===== src/rtl/fifo_unpacker_if.sv =====
// Byte-stream handshake bundle driven by fifo_unpacker: data, valid/ready, SOF/EOF framing and channel id.
interface fifo_unpacker_if #(
  parameter int unsigned CW = 4
);
  logic [7:0]    data;
  logic          valid;
  logic          ready;
  logic          sof;
  logic          eof;
  logic [CW-1:0] chan;

  modport master (output data, valid, sof, eof, chan, input ready);
  modport slave  (input data, valid, sof, eof, chan, output ready);
endinterface


===== src/rtl/fifo_unpacker.sv =====
// Read-side consumer of the 140-bit async FIFO: pops a word, checks its length and streams the payload bytes.
// Optional macro UNPACK_ERR_CNT_EN adds a saturating 8-bit count of dropped words on err_cnt.
module fifo_unpacker #(
  parameter int unsigned DW     = 140,
  parameter int unsigned NBYTES = 16,
  parameter int unsigned CW     = 4,
  parameter int unsigned LW     = 8
) (
  input  logic          clk_out,
  input  logic          rst_n,
  input  logic          fifo_empty,
  output logic          fifo_r_enable,
  input  logic [DW-1:0] data_from_fifo,
  fifo_unpacker_if.master out,
  output logic          len_err,
`ifdef UNPACK_ERR_CNT_EN
  output logic [7:0]    err_cnt,
`endif
  output logic          busy
);

  typedef enum logic [1:0] {IDLE, POP, LOAD, SEND} state_t;

  state_t                state, state_next;
  logic [DW-1:0]         hold;
  logic                  hold_en;
  logic [3:0]            idx, idx_next;
  logic [LW-1:0]         in_len, hold_len;
  logic                  in_len_ok;
  logic                  idx_last;
  logic [8*NBYTES-1:0]   payload;
  logic [6:0]            bit_base;

  assign in_len    = data_from_fifo[DW-CW-1 -: LW];
  assign in_len_ok = (in_len != '0) && (in_len <= LW'(NBYTES));
  assign hold_len  = hold[DW-CW-1 -: LW];
  assign payload   = hold[8*NBYTES-1:0];
  assign idx_last  = ({4'b0000, idx} == (hold_len - 8'd1));

  // Byte 0 sits in the top lane, so the lane base is (15 - idx) * 8.
  assign bit_base  = {~idx, 3'b000};

  assign out.data  = payload[bit_base +: 8];
  assign out.chan  = hold[DW-1 -: CW];
  assign out.sof   = (state == SEND) && (idx == '0);
  assign out.eof   = (state == SEND) && idx_last;
  assign busy      = (state != IDLE);

  always_comb begin
    state_next    = state;
    idx_next      = idx;
    hold_en       = 1'b0;
    fifo_r_enable = 1'b0;
    len_err       = 1'b0;
    out.valid     = 1'b0;
    case (state)
      IDLE: begin
        if (!fifo_empty) state_next = POP;
      end
      POP: begin
        fifo_r_enable = 1'b1;
        state_next    = LOAD;
      end
      LOAD: begin
        hold_en = 1'b1;
        if (in_len_ok) begin
          state_next = SEND;
          idx_next   = '0;
        end else begin
          len_err    = 1'b1;
          state_next = IDLE;
        end
      end
      SEND: begin
        out.valid = 1'b1;
        if (out.ready) begin
          if (idx_last) state_next = IDLE;
          else          idx_next   = idx + 4'd1;
        end
      end
      default: state_next = IDLE;
    endcase
  end

  always_ff @(posedge clk_out or negedge rst_n) begin
    if (!rst_n) begin
      state <= IDLE;
      idx   <= '0;
      hold  <= '0;
    end else begin
      state <= state_next;
      idx   <= idx_next;
      if (hold_en) hold <= data_from_fifo;
    end
  end

`ifdef UNPACK_ERR_CNT_EN
  always_ff @(posedge clk_out or negedge rst_n) begin
    if (!rst_n)                         err_cnt <= '0;
    else if (len_err && err_cnt != '1)  err_cnt <= err_cnt + 8'd1;
  end
`endif

endmodule


===== src/flat_wrapper.sv =====
// flat-port wrapper written by rule: the top's interface ports become plain ports
module fifo_unpacker_flat 
#(
  parameter int unsigned DW     = 140,
  parameter int unsigned NBYTES = 16,
  parameter int unsigned CW     = 4,
  parameter int unsigned LW     = 8
)
  (clk_out, rst_n, fifo_empty, fifo_r_enable, data_from_fifo, len_err, busy, out_data, out_valid, out_sof, out_eof, out_chan, out_ready);
  fifo_unpacker_if #(.CW(CW)) out_i ();
  input  logic clk_out;
  input  logic rst_n;
  input  logic fifo_empty;
  output logic fifo_r_enable;
  input  logic [DW-1:0] data_from_fifo;
  output logic len_err;
  output logic busy;
  output wire logic [$bits(out_i.data)-1:0] out_data;
  output wire logic [$bits(out_i.valid)-1:0] out_valid;
  output wire logic [$bits(out_i.sof)-1:0] out_sof;
  output wire logic [$bits(out_i.eof)-1:0] out_eof;
  output wire logic [$bits(out_i.chan)-1:0] out_chan;
  input wire logic [$bits(out_i.ready)-1:0] out_ready;
  assign out_data = out_i.data;
  assign out_valid = out_i.valid;
  assign out_sof = out_i.sof;
  assign out_eof = out_i.eof;
  assign out_chan = out_i.chan;
  assign out_i.ready = out_ready;
  fifo_unpacker #(.DW(DW), .NBYTES(NBYTES), .CW(CW), .LW(LW)) u_core (.clk_out(clk_out), .rst_n(rst_n), .fifo_empty(fifo_empty), .fifo_r_enable(fifo_r_enable), .data_from_fifo(data_from_fifo), .out(out_i), .len_err(len_err), .busy(busy));
endmodule

===== config.mk =====
export PLATFORM = sky130hd
export DESIGN_NAME = fifo_unpacker_flat
export DESIGN_NICKNAME = d
export VERILOG_FILES = /design/src/rtl/fifo_unpacker_if.sv /design/src/rtl/fifo_unpacker.sv /design/src/flat_wrapper.sv
export SDC_FILE = /design/constraint.sdc
export NUM_CORES = 1
export LEC_CHECK = 0
export CAP_MARGIN = 40
export CORE_MARGIN = 3
export CORE_UTILIZATION = 45
export DETAILED_ROUTE_END_ITERATION = 6
export GPL_ROUTABILITY_DRIVEN = 0
export GPL_TIMING_DRIVEN = 0
export PLACE_DENSITY = 0.74
export SLEW_MARGIN = 20
export SYNTH_ARGS = -nofsm -noshare
export SYNTH_HDL_FRONTEND = slang
export SYNTH_SLANG_ARGS = --single-unit

===== constraint.sdc =====
create_clock -name clk_out -period 2.2 [get_ports clk_out]
set_input_delay 0.22 -clock clk_out [delete_from_list [all_inputs] [get_ports clk_out]]
set_output_delay 0.22 -clock clk_out [all_outputs]
set_load 0.01 [all_outputs]

Yosys cells after proc, flatten, opt, wreduce, memory -nomap -nowiden
Index checks and enable logic that the tools add are counted.
{"block": "classes", "n_lt_le_gt_ge": 1, "n_addsub": 2, "n_reduce_logical": 10, "bitwise": 1, "n_eq_ne": 9, "muxes": 14, "shift": 1}
{"operator": "variable part select 128 x 8 -> 8 bit", "n": 1}
{"operator": "2-to-1 mux 4 bit", "n": 3}
{"operator": "equality test 4 x 8 -> 1 bit", "n": 1}
{"operator": "<= comparator 8 x 5 -> 1 bit, second input constant", "n": 1}
{"operator": "2-to-1 mux 2 bit", "n": 4}
{"operator": "case mux 2 bit (4 select lines)", "n": 1}
{"operator": "case mux 4 bit (2 select lines)", "n": 1}
{"operator": "nonzero test 8 bit", "n": 1}
{"operator": "subtractor 8 x 1 -> 8 bit, second input constant", "n": 1}
{"operator": "!= test 2 bit, second input constant", "n": 3}
{"operator": "2-to-1 mux 1 bit", "n": 5}
{"operator": "adder 4 x 1 -> 4 bit, second input constant", "n": 1}
{"operator": "equality test 2 bit, second input constant", "n": 2}
{"operator": "logical NOT 4 bit", "n": 1}
{"operator": "!= test 2 x 1 -> 1 bit, second input constant", "n": 2}
{"operator": "NOT 4 bit", "n": 1}
{"operator": "AND reduction 4 bit", "n": 1}
{"operator": "nonzero test 2 bit", "n": 2}
{"operator": "logical AND 1 bit", "n": 3}
{"operator": "AND reduction 3 bit", "n": 1}
{"operator": "equality test 2 x 1 -> 1 bit, second input constant", "n": 1}
{"operator": "logical NOT 2 bit", "n": 1}
{"block": "word_totals", "out_inout_bits": 18, "wordCells": 41, "regBits": 146, "input_bits": 144}

Logic depth before layout (Yosys ltp)
Gate-level depths: netlist of run 1.
{"block": "logic_depth", "word_depth": 5, "mapped_depth": 9, "ltp_nobuf": 8}

Least setup slack after synthesis of run 1
OpenSTA, ideal clock, no wires.
{"block": "synth_path", "path_type": "reg-to-output", "start": "register u_core.idx[0]", "end": "output port out_data[0]", "stages_incl_launch_ff": 5, "slack_ns": 0.148, "n_path_buf": 2, "arrival_ns": 1.832, "path_cell_list": "dfrtp_1 buf_4 buf_2 mux4_2 mux4_2"}
{"block": "synth_via", "elab_chain_cells": 2}
{"item": "start, declared", "line_no": "fifo_unpacker.sv:27", "rtl": "logic [3:0] idx, idx_next;"}
{"item": "start signal, assigned", "line_no": "fifo_unpacker.sv:92", "rtl": "idx <= idx_next;"}
{"item": "NOT 4 bit", "line_no": "fifo_unpacker.sv:41", "rtl": "assign bit_base = {~idx, 3'b000};"}
{"item": "variable part select 128 x 8 -> 8 bit", "line_no": "fifo_unpacker.sv:43", "rtl": "assign out.data = payload[bit_base +: 8];"}
{"item": "end, declared", "line_no": "flat_wrapper.sv:18", "rtl": "output wire logic [$bits(out_i.data)-1:0] out_data;"}
Every way passes these cells.

Worst setup path after layout of run 1
{"block": "layout_path", "start": "register u_core.idx[0]", "end": "output port out_data[4]"}
The elaborated chain is that of the path after synthesis.

==> impl_summary.log, run 1 <==
INFO  metric status = complete, but fails checks
INFO  metric violations = setup timing
INFO  metric detail_route.vias_per_cell = 5.13
INFO  metric r2r_cell_count = 9
INFO  metric synth_seq_cells = 146
INFO  metric reg2reg_to = u_core.idx[3]
INFO  metric hold-worst-slack = 306 ps
INFO  metric fmax = 387 MHz
INFO  metric worstSetupStartpoint = u_core.idx[0]
INFO  metric port_buffers = 161
INFO  metric cts_num_sinks = 146
INFO  metric cts_tree = built
INFO  metric grt_antenna_before_repair = 0
INFO  metric die-area = 16500 um2
INFO  metric worst_slew_margin_rel = 63.2%
INFO  metric areaGrowthSynthToFinish = 41.0%
INFO  metric powerDensity = 1550 nW/um2
INFO  metric worstMarginPinSlew = 552 ps
INFO  metric initialDrtViolationCount = 365
INFO  metric leading_cell_type_in_the_layout_fill_and_taps_excluded = nand2_1
INFO  metric gr-total-overflow = 0
INFO  metric grtUsageMet3 = 5.69%
INFO  metric rows = 44
INFO  metric setup_viol = 8
INFO  metric detail_route.drc_violations = 0
INFO  metric n_antenna_cell = 0
INFO  metric min_period = 2580 ps
INFO  metric clock_insertion_delay_worst_skew = 420 ps
INFO  metric synth.avg_cell_area = 9.42 um2
INFO  metric reg2reg_setup_slack = 110 ps
INFO  metric fraction_of_final_layout_cells_with_drive_strength_greater_than_1 = 14.1%
INFO  metric avgRoutedWirePerCell = 17.3 um
INFO  metric crit_end_category = primary output
INFO  metric fp.dieH = 128 um
INFO  metric power.ir.vdd_worst = 848 uV
INFO  metric post-layout-total-power = 14.7 mW
INFO  metric clock_path_buffers = 2
INFO  metric worst_slack = -382 ps
INFO  metric final_sum_of_negative_setup_slack = -2880 ps
INFO  metric timing.critical_path.arrival = 2360 ps
INFO  metric most_frequent_cells_in_the_layout = 421 x nand2_1, 149 x clkdlybuf4s50_1, 146 x dfrtp_1, 40 x mux4_2, 20 x clkbuf_1
INFO  metric worstSetupPathType = reg2out
INFO  metric crit_chain = buf_12 -> buf_12 -> buf_6 -> mux4_2 -> mux4_2 -> buf_6
INFO  metric fill_cells = 1223
INFO  metric finish.net_count = 1052
INFO  metric design.portCount = 162
INFO  metric dr.pass1.iters = 5
INFO  metric placeableCoreArea = 14600 um2
INFO  metric layout.core_utilization = 65.1%
INFO  metric start_util = 46.2%
INFO  metric synth_top_area_cells = dfrtp_1 54%, nand2_1 23%, mux4_2 13%
INFO  metric yosysTopAreaCell = dfrtp_1
INFO  metric worstPathRequired = 1980 ps
INFO  metric gr-max-usage-layer = met2
INFO  metric grt_pass1_vias = 5760
INFO  metric holdCritPathClass = in2async
INFO  metric postPlaceCellArea = 8610 um2
INFO  metric synthesis.area = 6740 um2
INFO  metric grtUsageMet2 = 37.8%
INFO  metric yosysWarningCount = 0
INFO  metric detailed_route_via_count = 5650
INFO  metric setup.worst_path.start_class = flip-flop
INFO  metric reg2reg_from = u_core.hold[129]
INFO  metric path_max_fanout = 8
INFO  metric totalWireLength = 19.0 mm
INFO  metric drv.max_cap_violation_count = 0
INFO  metric clkTransAtPathRegs = 60 ps
INFO  metric globalRouteTotalUtil = 23.8%
INFO  metric timing.critical_path.slowest_stage_cell = mux4_2
INFO  metric die-width = 128 um
INFO  metric end_point_of_the_critical_path = out_data[4]
INFO  metric synth_fp_nets = 862
INFO  metric finalMaxSlewViolations = 0
INFO  metric layout_worst_path_cycle_share = 117%
INFO  metric synth_sequential_area_ratio = 54.2%
INFO  metric timing.clock.skew = 7.19 ps
INFO  metric largest_incremental_delay_on_the_critical_path = 510 ps
INFO  metric netlist_instances = 715
INFO  metric route.antenna.remaining_nets = 0
INFO  metric synth_top_area_share = 54.2%
INFO  metric grt_pass1_wl = 29.8 mm
INFO  metric timing_hold_violations_final = 0
INFO  metric place.detailed.hpwl = 13.4 mm
INFO  metric clockRootBuffer = clkbuf_16
INFO  metric final_cell_area = 9500 um2
INFO  metric rsz0062_at_grt = yes
INFO  metric use_met1 = 32.5%
INFO  metric cts_inserted_buffers = 17
INFO  metric cts.htree.levels = 4
INFO  metric netlist-cell-type-count = 37
INFO  metric static-leakage-power = 4.57 nW
INFO  metric grt_max_degree = 94
sequential cells by signal (all words and copies together), names as in the netlist:
register,flops
u_core.hold,140
u_core.idx,4
u_core.state,2
where the power goes:
part / internal, mW / total [mW] / switching [mW] / leakage (nW)
logic: 3.41 / 6.94 / 3.53 / 2.48
clock network: 1.79 / 2.93 / 1.14 / 0.288
registers: 4.02 / 4.81 / 0.789 / 1.80
cell type report:
class | instances | area (um2) | area share, %
sequential | 146 | 3650 | 38.5
multi-input combinational | 515 | 2930 | 30.9
timing repair buffer | 173 | 1760 | 18.6
clock buffer | 21 | 480 | 5.06
buffer | 46 | 292 | 3.07
tap | 184 | 230 | 2.42
clock inverter | 11 | 126 | 1.33
inverter | 6 | 22.5 | 0.237
Yosys cell counts, drive strengths merged:
library cell  count
mux4             40
and3              2
o21ai             8
nand2b            1
ha                3
a21o              1
xor2              1
nand3             6
nor2b             2
o211ai            2
clkinv            1
o32ai             1
buf              21
a21boi            1
nand2           421
nor3              4
a21oi             2
clkbuf           27
or2               1
inv               5
nor2              2
or4               2
dfrtp           146
nor4              2
a41oi             2
or3               2
o22ai             1
nor4b             1
xnor2             5
a31o              1
nor3b             1
kinds of logic (layout without fill, tap and decap cells):
kind of cell    count (synthesis)  count (layout)  synth area share, %
flops                         146             146                 54.2
fa+ha+maj                       3               3                0.557
compound gates                 19              19                 1.86
buf+inv                        54             257                 3.49
xor+xnor                        6               6                0.780
mux                            40              40                 13.4
simple gates                  447             447                 25.7
worst min-delay path by stage:
stage,start,to,slack [ps],depth (start not counted)
global placement,u_core.hold[111],u_core.hold[111],450,2
finish,rst_n,u_core.hold[139],310,2
global route,data_from_fifo[13],u_core.hold[13],310,3
floorplan,rst_n,u_core.hold[0],-80,0
CTS,rst_n,u_core.hold[139],310,2
detailed placement,rst_n,u_core.hold[139],160,1
stage by stage:
stage / std cells / setup WS, ps
after floorplan: 715 / 148
after global placement: 1060 / -5030
after detailed placement: 1061 / -629
after CTS: 1103 / -399
after global routing: 1102 / -449
final: 1102 / -382
repair_timing:
item                                    CTS  global route
buffers inserted                          8             1
gates resized for setup                  88            15
pin swaps                                 4             7
hold buffers                              1             0
cloned                                    1             0
hold endpoints to repair                 53             0
endpoints found under the setup margin   23            43
routing by layer:
layer	share of wire, %	routed length (um)	up-vias
li1	-	-	2678
met1	43	8220	2750
met2	48	9190	192
met3	5.8	1110	30
met4	2.6	490	0
met5	0	0	-
worst max-delay path, delay by kind of cell, from the launching register on:
family / cells / cell delay [ps]
buffers and inverters: 4 / 550
multiplexers: 2 / 1000
flip-flops: 1 / 390
No activity file was read; power rests on OpenSTA's default activity.
==> inputs of run 2 (changes only) <==
--- a/config.mk
+++ b/config.mk
@@ -6,12 +6,15 @@
 export NUM_CORES = 1
 export LEC_CHECK = 0
 export CAP_MARGIN = 40
+export CELL_PAD_IN_SITES_DETAIL_PLACEMENT = 0
+export CELL_PAD_IN_SITES_GLOBAL_PLACEMENT = 1
 export CORE_MARGIN = 3
-export CORE_UTILIZATION = 45
+export CORE_UTILIZATION = 38
 export DETAILED_ROUTE_END_ITERATION = 6
 export GPL_ROUTABILITY_DRIVEN = 0
 export GPL_TIMING_DRIVEN = 0
-export PLACE_DENSITY = 0.74
+export HOLD_SLACK_MARGIN = 0.12
+export PLACE_DENSITY_LB_ADDON = 0.1
 export SLEW_MARGIN = 20
 export SYNTH_ARGS = -nofsm -noshare
 export SYNTH_HDL_FRONTEND = slang
==> run 2 against run 1 <==
The run still ends with setup timing left. Combinational power increased by 4.6%. Non-clock buffer count increased by 7. Total power increased by 1.9%. Sequential share of layout area decreased by 0.62 points. Critical path depth unchanged. Final area increased by 1.7%. Clock skew decreased by 2.4 ps. Cell count increased by 4.3%. Largest power group unchanged.
==> impl_summary.log, run 2 (same netlist as run 1, synthesis figures left out) <==
INFO  metric power.ir.vdd_worst = 737 uV
INFO  metric largest_registers = u_core.hold x140, u_core.idx x4, u_core.state x2
INFO  metric gr-max-usage-layer = met2
INFO  metric fp.dieH = 139 um
INFO  metric crit_chain = buf_12 -> buf_12 -> buf_6 -> mux4_2 -> mux4_2 -> buf_6
INFO  metric grt_pass1_wl = 32.2 mm
INFO  metric cts.htree.levels = 4
INFO  metric timing_hold_violations_final = 0
INFO  metric status = complete, but fails checks
INFO  metric rsz0062_at_grt = yes
INFO  metric rows = 48
INFO  metric clkTransAtPathRegs = 60 ps
INFO  metric timing.critical_path.arrival = 2330 ps
INFO  metric dr.pass1.iters = 4
INFO  metric areaGrowthSynthToFinish = 43.4%
INFO  metric dpl_worst_slack = -732 ps
INFO  metric globalRouteTotalUtil = 21.4%
INFO  metric regMostFlops = u_core.hold
INFO  metric grtUsageMet3 = 4.55%
INFO  metric worstSetupPathType = reg2out
INFO  metric initialDrtViolationCount = 318
INFO  metric holdCritPathClass = in2reg
INFO  metric most_frequent_cells_in_the_layout = 421 x nand2_1, 149 x clkdlybuf4s50_1, 144 x dfrtp_1, 40 x mux4_2
INFO  metric cts_tree = built
INFO  metric die-area = 19400 um2
INFO  metric placeableCoreArea = 17300 um2
INFO  metric worstPathRequired = 1980 ps
INFO  metric number_of_cells_on_the_worst_hold_path = 3
INFO  metric port_buffers = 161
INFO  metric static-leakage-power = 4.63 nW
INFO  metric setup_viol = 8
INFO  metric avgRoutedWirePerCell = 17.6 um
INFO  metric powerDensity = 1550 nW/um2
INFO  metric violations = setup timing
INFO  metric fmax = 392 MHz
INFO  metric grt_max_degree = 84
INFO  metric setup.worst_path.start_class = flip-flop
INFO  metric detail_route.drc_violations = 0
INFO  metric route.antenna.remaining_nets = 0
INFO  metric path_max_fanout = 6
INFO  metric leading_cell_type_in_the_layout_fill_and_taps_excluded = nand2_1
INFO  metric timing.critical_path.slowest_stage_cell = mux4_2
INFO  metric grt_antenna_before_repair = 0
INFO  metric clock_insertion_delay_worst_skew = 410 ps
INFO  metric cts_num_sinks = 146
INFO  metric grt_pass1_vias = 5964
INFO  metric cts_inserted_buffers = 17
INFO  metric crit_end_category = primary output
INFO  metric start_util = 38.9%
INFO  metric use_met1 = 29.2%
INFO  metric detailed_route_via_count = 5640
INFO  metric fraction_of_final_layout_cells_with_drive_strength_greater_than_1 = 15.4%
INFO  metric min_period = 2550 ps
INFO  metric grtUsageMet2 = 35.3%
INFO  metric drv.max_cap_violation_count = 0
INFO  metric largest_reg_flops = 140
INFO  metric place.detailed.hpwl = 14.5 mm
INFO  metric r2r_cell_count = 8
INFO  metric gr-total-overflow = 0
INFO  metric layout_worst_path_cycle_share = 116%
INFO  metric detail_route.vias_per_cell = 4.91
INFO  metric design.portCount = 162
INFO  metric fill_cells = 1553
INFO  metric post-layout-total-power = 15.0 mW
INFO  metric clock_path_buffers = 2
INFO  metric clockRootBuffer = clkbuf_16
INFO  metric timing.clock.skew = 4.80 ps
INFO  metric totalWireLength = 20.2 mm
INFO  metric die-width = 139 um
INFO  metric worst_slack = -352 ps
INFO  metric worstMarginPinSlew = 567 ps
INFO  metric n_antenna_cell = 0
INFO  metric worst_slew_margin_rel = 62.2%
INFO  metric finalMaxSlewViolations = 0
INFO  metric final_sum_of_negative_setup_slack = -2710 ps
INFO  metric largest_incremental_delay_on_the_critical_path = 510 ps
INFO  metric finish.net_count = 1059
INFO  metric hold-worst-slack = 328 ps
[run 2: final timing paths]
check | slack (ps) | start | endpoint
setup reg to reg | 110 | u_core.hold[128] | u_core.idx[3]
hold reg to reg | 470 | u_core.hold[66] | u_core.hold[66]
setup / recovery | -350 | u_core.idx[0] | out_data[1]
min in group asynchronous | 360 | rst_n | u_core.hold[112]
max in group asynchronous | 1040 | rst_n | u_core.idx[0]
hold / removal | 330 | data_from_fifo[14] | u_core.hold[14]
[run 2: worst max-delay path, delay by kind of cell, from the launching register on]
kind / cells / cell delay, ps
multiplexers: 2 / 990
buffers and inverters: 4 / 540
flip-flops: 1 / 390
[run 2: per-stage QoR]
step | cell area [um2] | util [%] | instances
2_1_floorplan | 6740 | - | 715
3_3_place_gp | 8630 | 49.9 | 1101
3_5_place_dp | 8660 | 50.1 | 1102
4_1_cts | 9640 | 55.7 | 1150
5_1_grt | 9660 | 55.9 | 1149
6_report | 9660 | 55.9 | 1149
[run 2: per-layer routing]
layer | vias up | routed length, um | part of all wire, %
met5 | - | 0 | 0
met4 | 0 | 275 | 1.4
met3 | 20 | 1180 | 5.9
met2 | 183 | 10100 | 50
met1 | 2745 | 8690 | 43
li1 | 2692 | - | -
[run 2: area by class of cell]
type	instances	area [um2]	share of cell area [%]
Clock buffer	21	460	4.76
Sequential cell	146	3660	37.8
Inverter	6	22.5	0.233
Buffer	47	314	3.25
Tap cell	225	282	2.91
Timing Repair Buffer	179	1850	19.1
Clock inverter	10	134	1.39
Multi-Input combinational cell	515	2950	30.5
[run 2: what timing repair did]
item | 4_1_cts | 5_1_grt
hold buffers | 1 | 0
pin swaps | 3 | 5
endpoints found under the hold margin | 63 | 0
gates resized for setup | 91 | 25
endpoints found under the setup margin | 75 | 68
cloned | 3 | 1
buffers inserted | 13 | 2
[run 2: power breakdown]
part	internal (mW)	switching (mW)	total (mW)
Combinational	3.57	3.69	7.26
Sequential	4.02	0.759	4.78
Clock	1.83	1.10	2.93
Total	9.42	5.55	15.0
==> inputs of run 3 (changes only) <==
--- a/config.mk
+++ b/config.mk
@@ -9,8 +9,9 @@
 export CELL_PAD_IN_SITES_DETAIL_PLACEMENT = 0
 export CELL_PAD_IN_SITES_GLOBAL_PLACEMENT = 1
 export CORE_MARGIN = 3
-export CORE_UTILIZATION = 38
+export CORE_UTILIZATION = 40
 export DETAILED_ROUTE_END_ITERATION = 6
+export DONT_BUFFER_PORTS = 1
 export GPL_ROUTABILITY_DRIVEN = 0
 export GPL_TIMING_DRIVEN = 0
 export HOLD_SLACK_MARGIN = 0.12
==> run 3 against run 2 <==
The run ends with hold timing, setup timing left. Sequential share of layout area rose by 1.8 points. Clock skew up 3.7 ps. Total power is 7.9% lower. Count of clock-buffer cells in the layout stayed put. Via count down 2.2%. Non-clock buffer count is 29 lower.
==> impl_summary.log, run 3 (same netlist as run 1, synthesis figures left out) <==
INFO  metric worstPathRequired = 1980 ps
INFO  metric route.antenna.remaining_nets = 0
INFO  metric rows = 46
INFO  metric postPlaceCellArea = 7010 um2
INFO  metric final_cell_area = 9220 um2
INFO  metric hold-worst-slack = -516 ps
INFO  metric min_period = 2490 ps
INFO  metric cts_num_sinks = 146
INFO  metric clockRootBuffer = clkbuf_16
INFO  metric fmax = 402 MHz
INFO  metric die-width = 136 um
INFO  metric gr-total-overflow = 0
INFO  metric finish.net_count = 1030
INFO  metric intPower = 8.41 mW
INFO  metric fp.dieH = 136 um
INFO  metric largest_incremental_delay_on_the_critical_path = 580 ps
INFO  metric placed_cells_incl_taps = 931
INFO  metric static-leakage-power = 4.48 nW
INFO  metric finalMaxSlewViolations = 0
INFO  metric die-area = 18400 um2
INFO  metric seq_cell_area = 3650 um2
INFO  metric grt_pass1_vias = 5840
INFO  metric worstSetupPathType = reg2out
INFO  metric detail_route.vias_per_cell = 4.96
INFO  metric r2r_cell_count = 6
INFO  metric use_met1 = 30.4%
INFO  metric start_util = 41.7%
INFO  metric grt_antenna_before_repair = 0
INFO  metric design.portCount = 162
INFO  metric worst_slew_margin_rel = 58.6%
INFO  metric initialDrtViolationCount = 321
INFO  metric layout.core_utilization = 57.0%
INFO  metric rsz0062_at_grt = yes
INFO  metric detail_route.drc_violations = 0
INFO  metric timing.critical_path.arrival = 2270 ps
INFO  metric timing.clock.skew = 8.53 ps
INFO  metric cts_inserted_buffers = 17
INFO  metric totalWireLength = 20.1 mm
INFO  metric largest_reg_flops = 140
INFO  metric switching_fraction = 39.0%
INFO  metric path_max_fanout = 8
INFO  metric dr.pass1.iters = 5
INFO  metric setup_viol = 8
INFO  metric cts-hold-fix-buffers = 142
INFO  metric netSwitchingPower = 5.38 mW
INFO  metric detailed_route_via_count = 5517
INFO  metric globalRouteTotalUtil = 23.0%
INFO  metric timing_hold_violations_final = 146
INFO  metric worstMarginPinSlew = 616 ps
INFO  metric p_comb_share = 45.9%
INFO  metric final_sum_of_negative_setup_slack = -2070 ps
INFO  metric areaGrowthSynthToFinish = 36.9%
INFO  metric port_buffers = 0
INFO  metric avgRoutedWirePerCell = 18.1 um
INFO  metric timing.critical_path.slowest_stage_cell = mux4_2
INFO  metric power.sequential.fraction = 34.5%
INFO  metric grtUsageMet2 = 38.1%
INFO  metric regMostFlops = u_core.hold
INFO  metric n_antenna_cell = 0
INFO  metric cts.htree.levels = 4
INFO  metric layout_worst_path_cycle_share = 113%
INFO  metric fraction_of_final_layout_cells_with_drive_strength_greater_than_1 = 13.3%
INFO  metric setup.worst_path.start_class = flip-flop
INFO  metric power.share.clock = 19.6%
INFO  metric cts_tree = built
INFO  metric crit_chain = buf_12 -> buf_12 -> mux4_2 -> mux4_2
INFO  metric finish.cell_count_without_fillers = 1112
INFO  metric clock_path_buffers = 2
INFO  metric drv.max_cap_violation_count = 0
INFO  metric grt_max_degree = 147
INFO  metric fill_cells = 1475
INFO  metric largest_registers = u_core.hold x140, u_core.idx x4, u_core.state x2
INFO  metric most_frequent_cells_in_the_layout = 421 x nand2_1, 146 x dfrtp_1, 142 x dlygate4sd3_1, 40 x mux4_2, 17 x clkbuf_16
INFO  metric clock_insertion_delay_worst_skew = 430 ps
INFO  metric grt_pass1_wl = 31.7 mm
INFO  metric status = complete, but fails checks
INFO  metric clkTransAtPathRegs = 60 ps
INFO  metric holdCritPathClass = in2async
INFO  metric power.ir.vdd_worst = 750 uV
INFO  metric placeableCoreArea = 16200 um2
INFO  metric grtUsageMet3 = 4.83%
INFO  metric worst_slack = -287 ps
INFO  metric multi_input_comb_area = 2910 um2
INFO  metric violations = hold timing, setup timing
INFO  metric gr-max-usage-layer = met2
INFO  metric powerDensity = 1500 nW/um2
INFO  metric leading_cell_type_in_the_layout_fill_and_taps_excluded = nand2_1
INFO  metric crit_end_category = primary output
INFO  metric place.detailed.hpwl = 13.7 mm
-- run 3: timing repair --
item,CTS,global route
resized for setup,34,26
hold endpoints to repair,291,146
setup endpoints to repair,58,80
gates cloned,1,0
buffers inserted,5,1
pin swaps,0,6
-- run 3: power by group through the flow --
stage               clock network (mW)  registers [mW]  logic, mW
floorplan                            0            4.54       4.20
global placement                     0            4.73       5.57
detailed placement                   0            4.77       5.69
CTS                               2.74            4.75       6.28
global route                      2.87            4.91       6.99
finish                            2.70            4.76       6.33
-- run 3: path summary, 6_finish.rpt --
kind,startpoint,to,slack [ps]
min in group clk_out,data_from_fifo[132],u_core.state[1],340
worst min-delay path,rst_n,u_core.hold[126],-520
worst max-delay path,u_core.idx[0],out_data[7],-290
max in group asynchronous,rst_n,u_core.hold[132],2550
worst max register to register,u_core.state[0],u_core.hold[137],140
worst min register to register,u_core.hold[55],u_core.hold[55],470
-- run 3: routing by layer --
metal / wire [um] / part of all wire [%]
met1: 8580 / 43
met3: 1160 / 5.8
met4: 376 / 1.9
met2: 9990 / 50
met5: 0 / 0
-- run 3: layout make-up --
class	instances	area share (%)
repair buffers	149	16.2
well taps	216	2.93
flip-flops and latches	146	39.6
clock inverters	11	0.882
plain buffers	48	3.49
multi-input cells	515	31.5
clock buffers	21	5.10
inverters	6	0.244
-- run 3: worst max-delay path, delay by kind of cell, from the launching register on --
kind,cells,cell delay (ps)
mux,2,1140
flops,1,390
buf+inv,2,310
-- run 3: through the flow --
stage          total power, mW  setup slack (ps)
4_1_cts                   13.8              -296
2_1_floorplan             8.74               148
5_1_grt                   14.8              -342
3_5_place_dp              10.5              -312
3_3_place_gp              10.3              -251
6_report                  13.8              -287
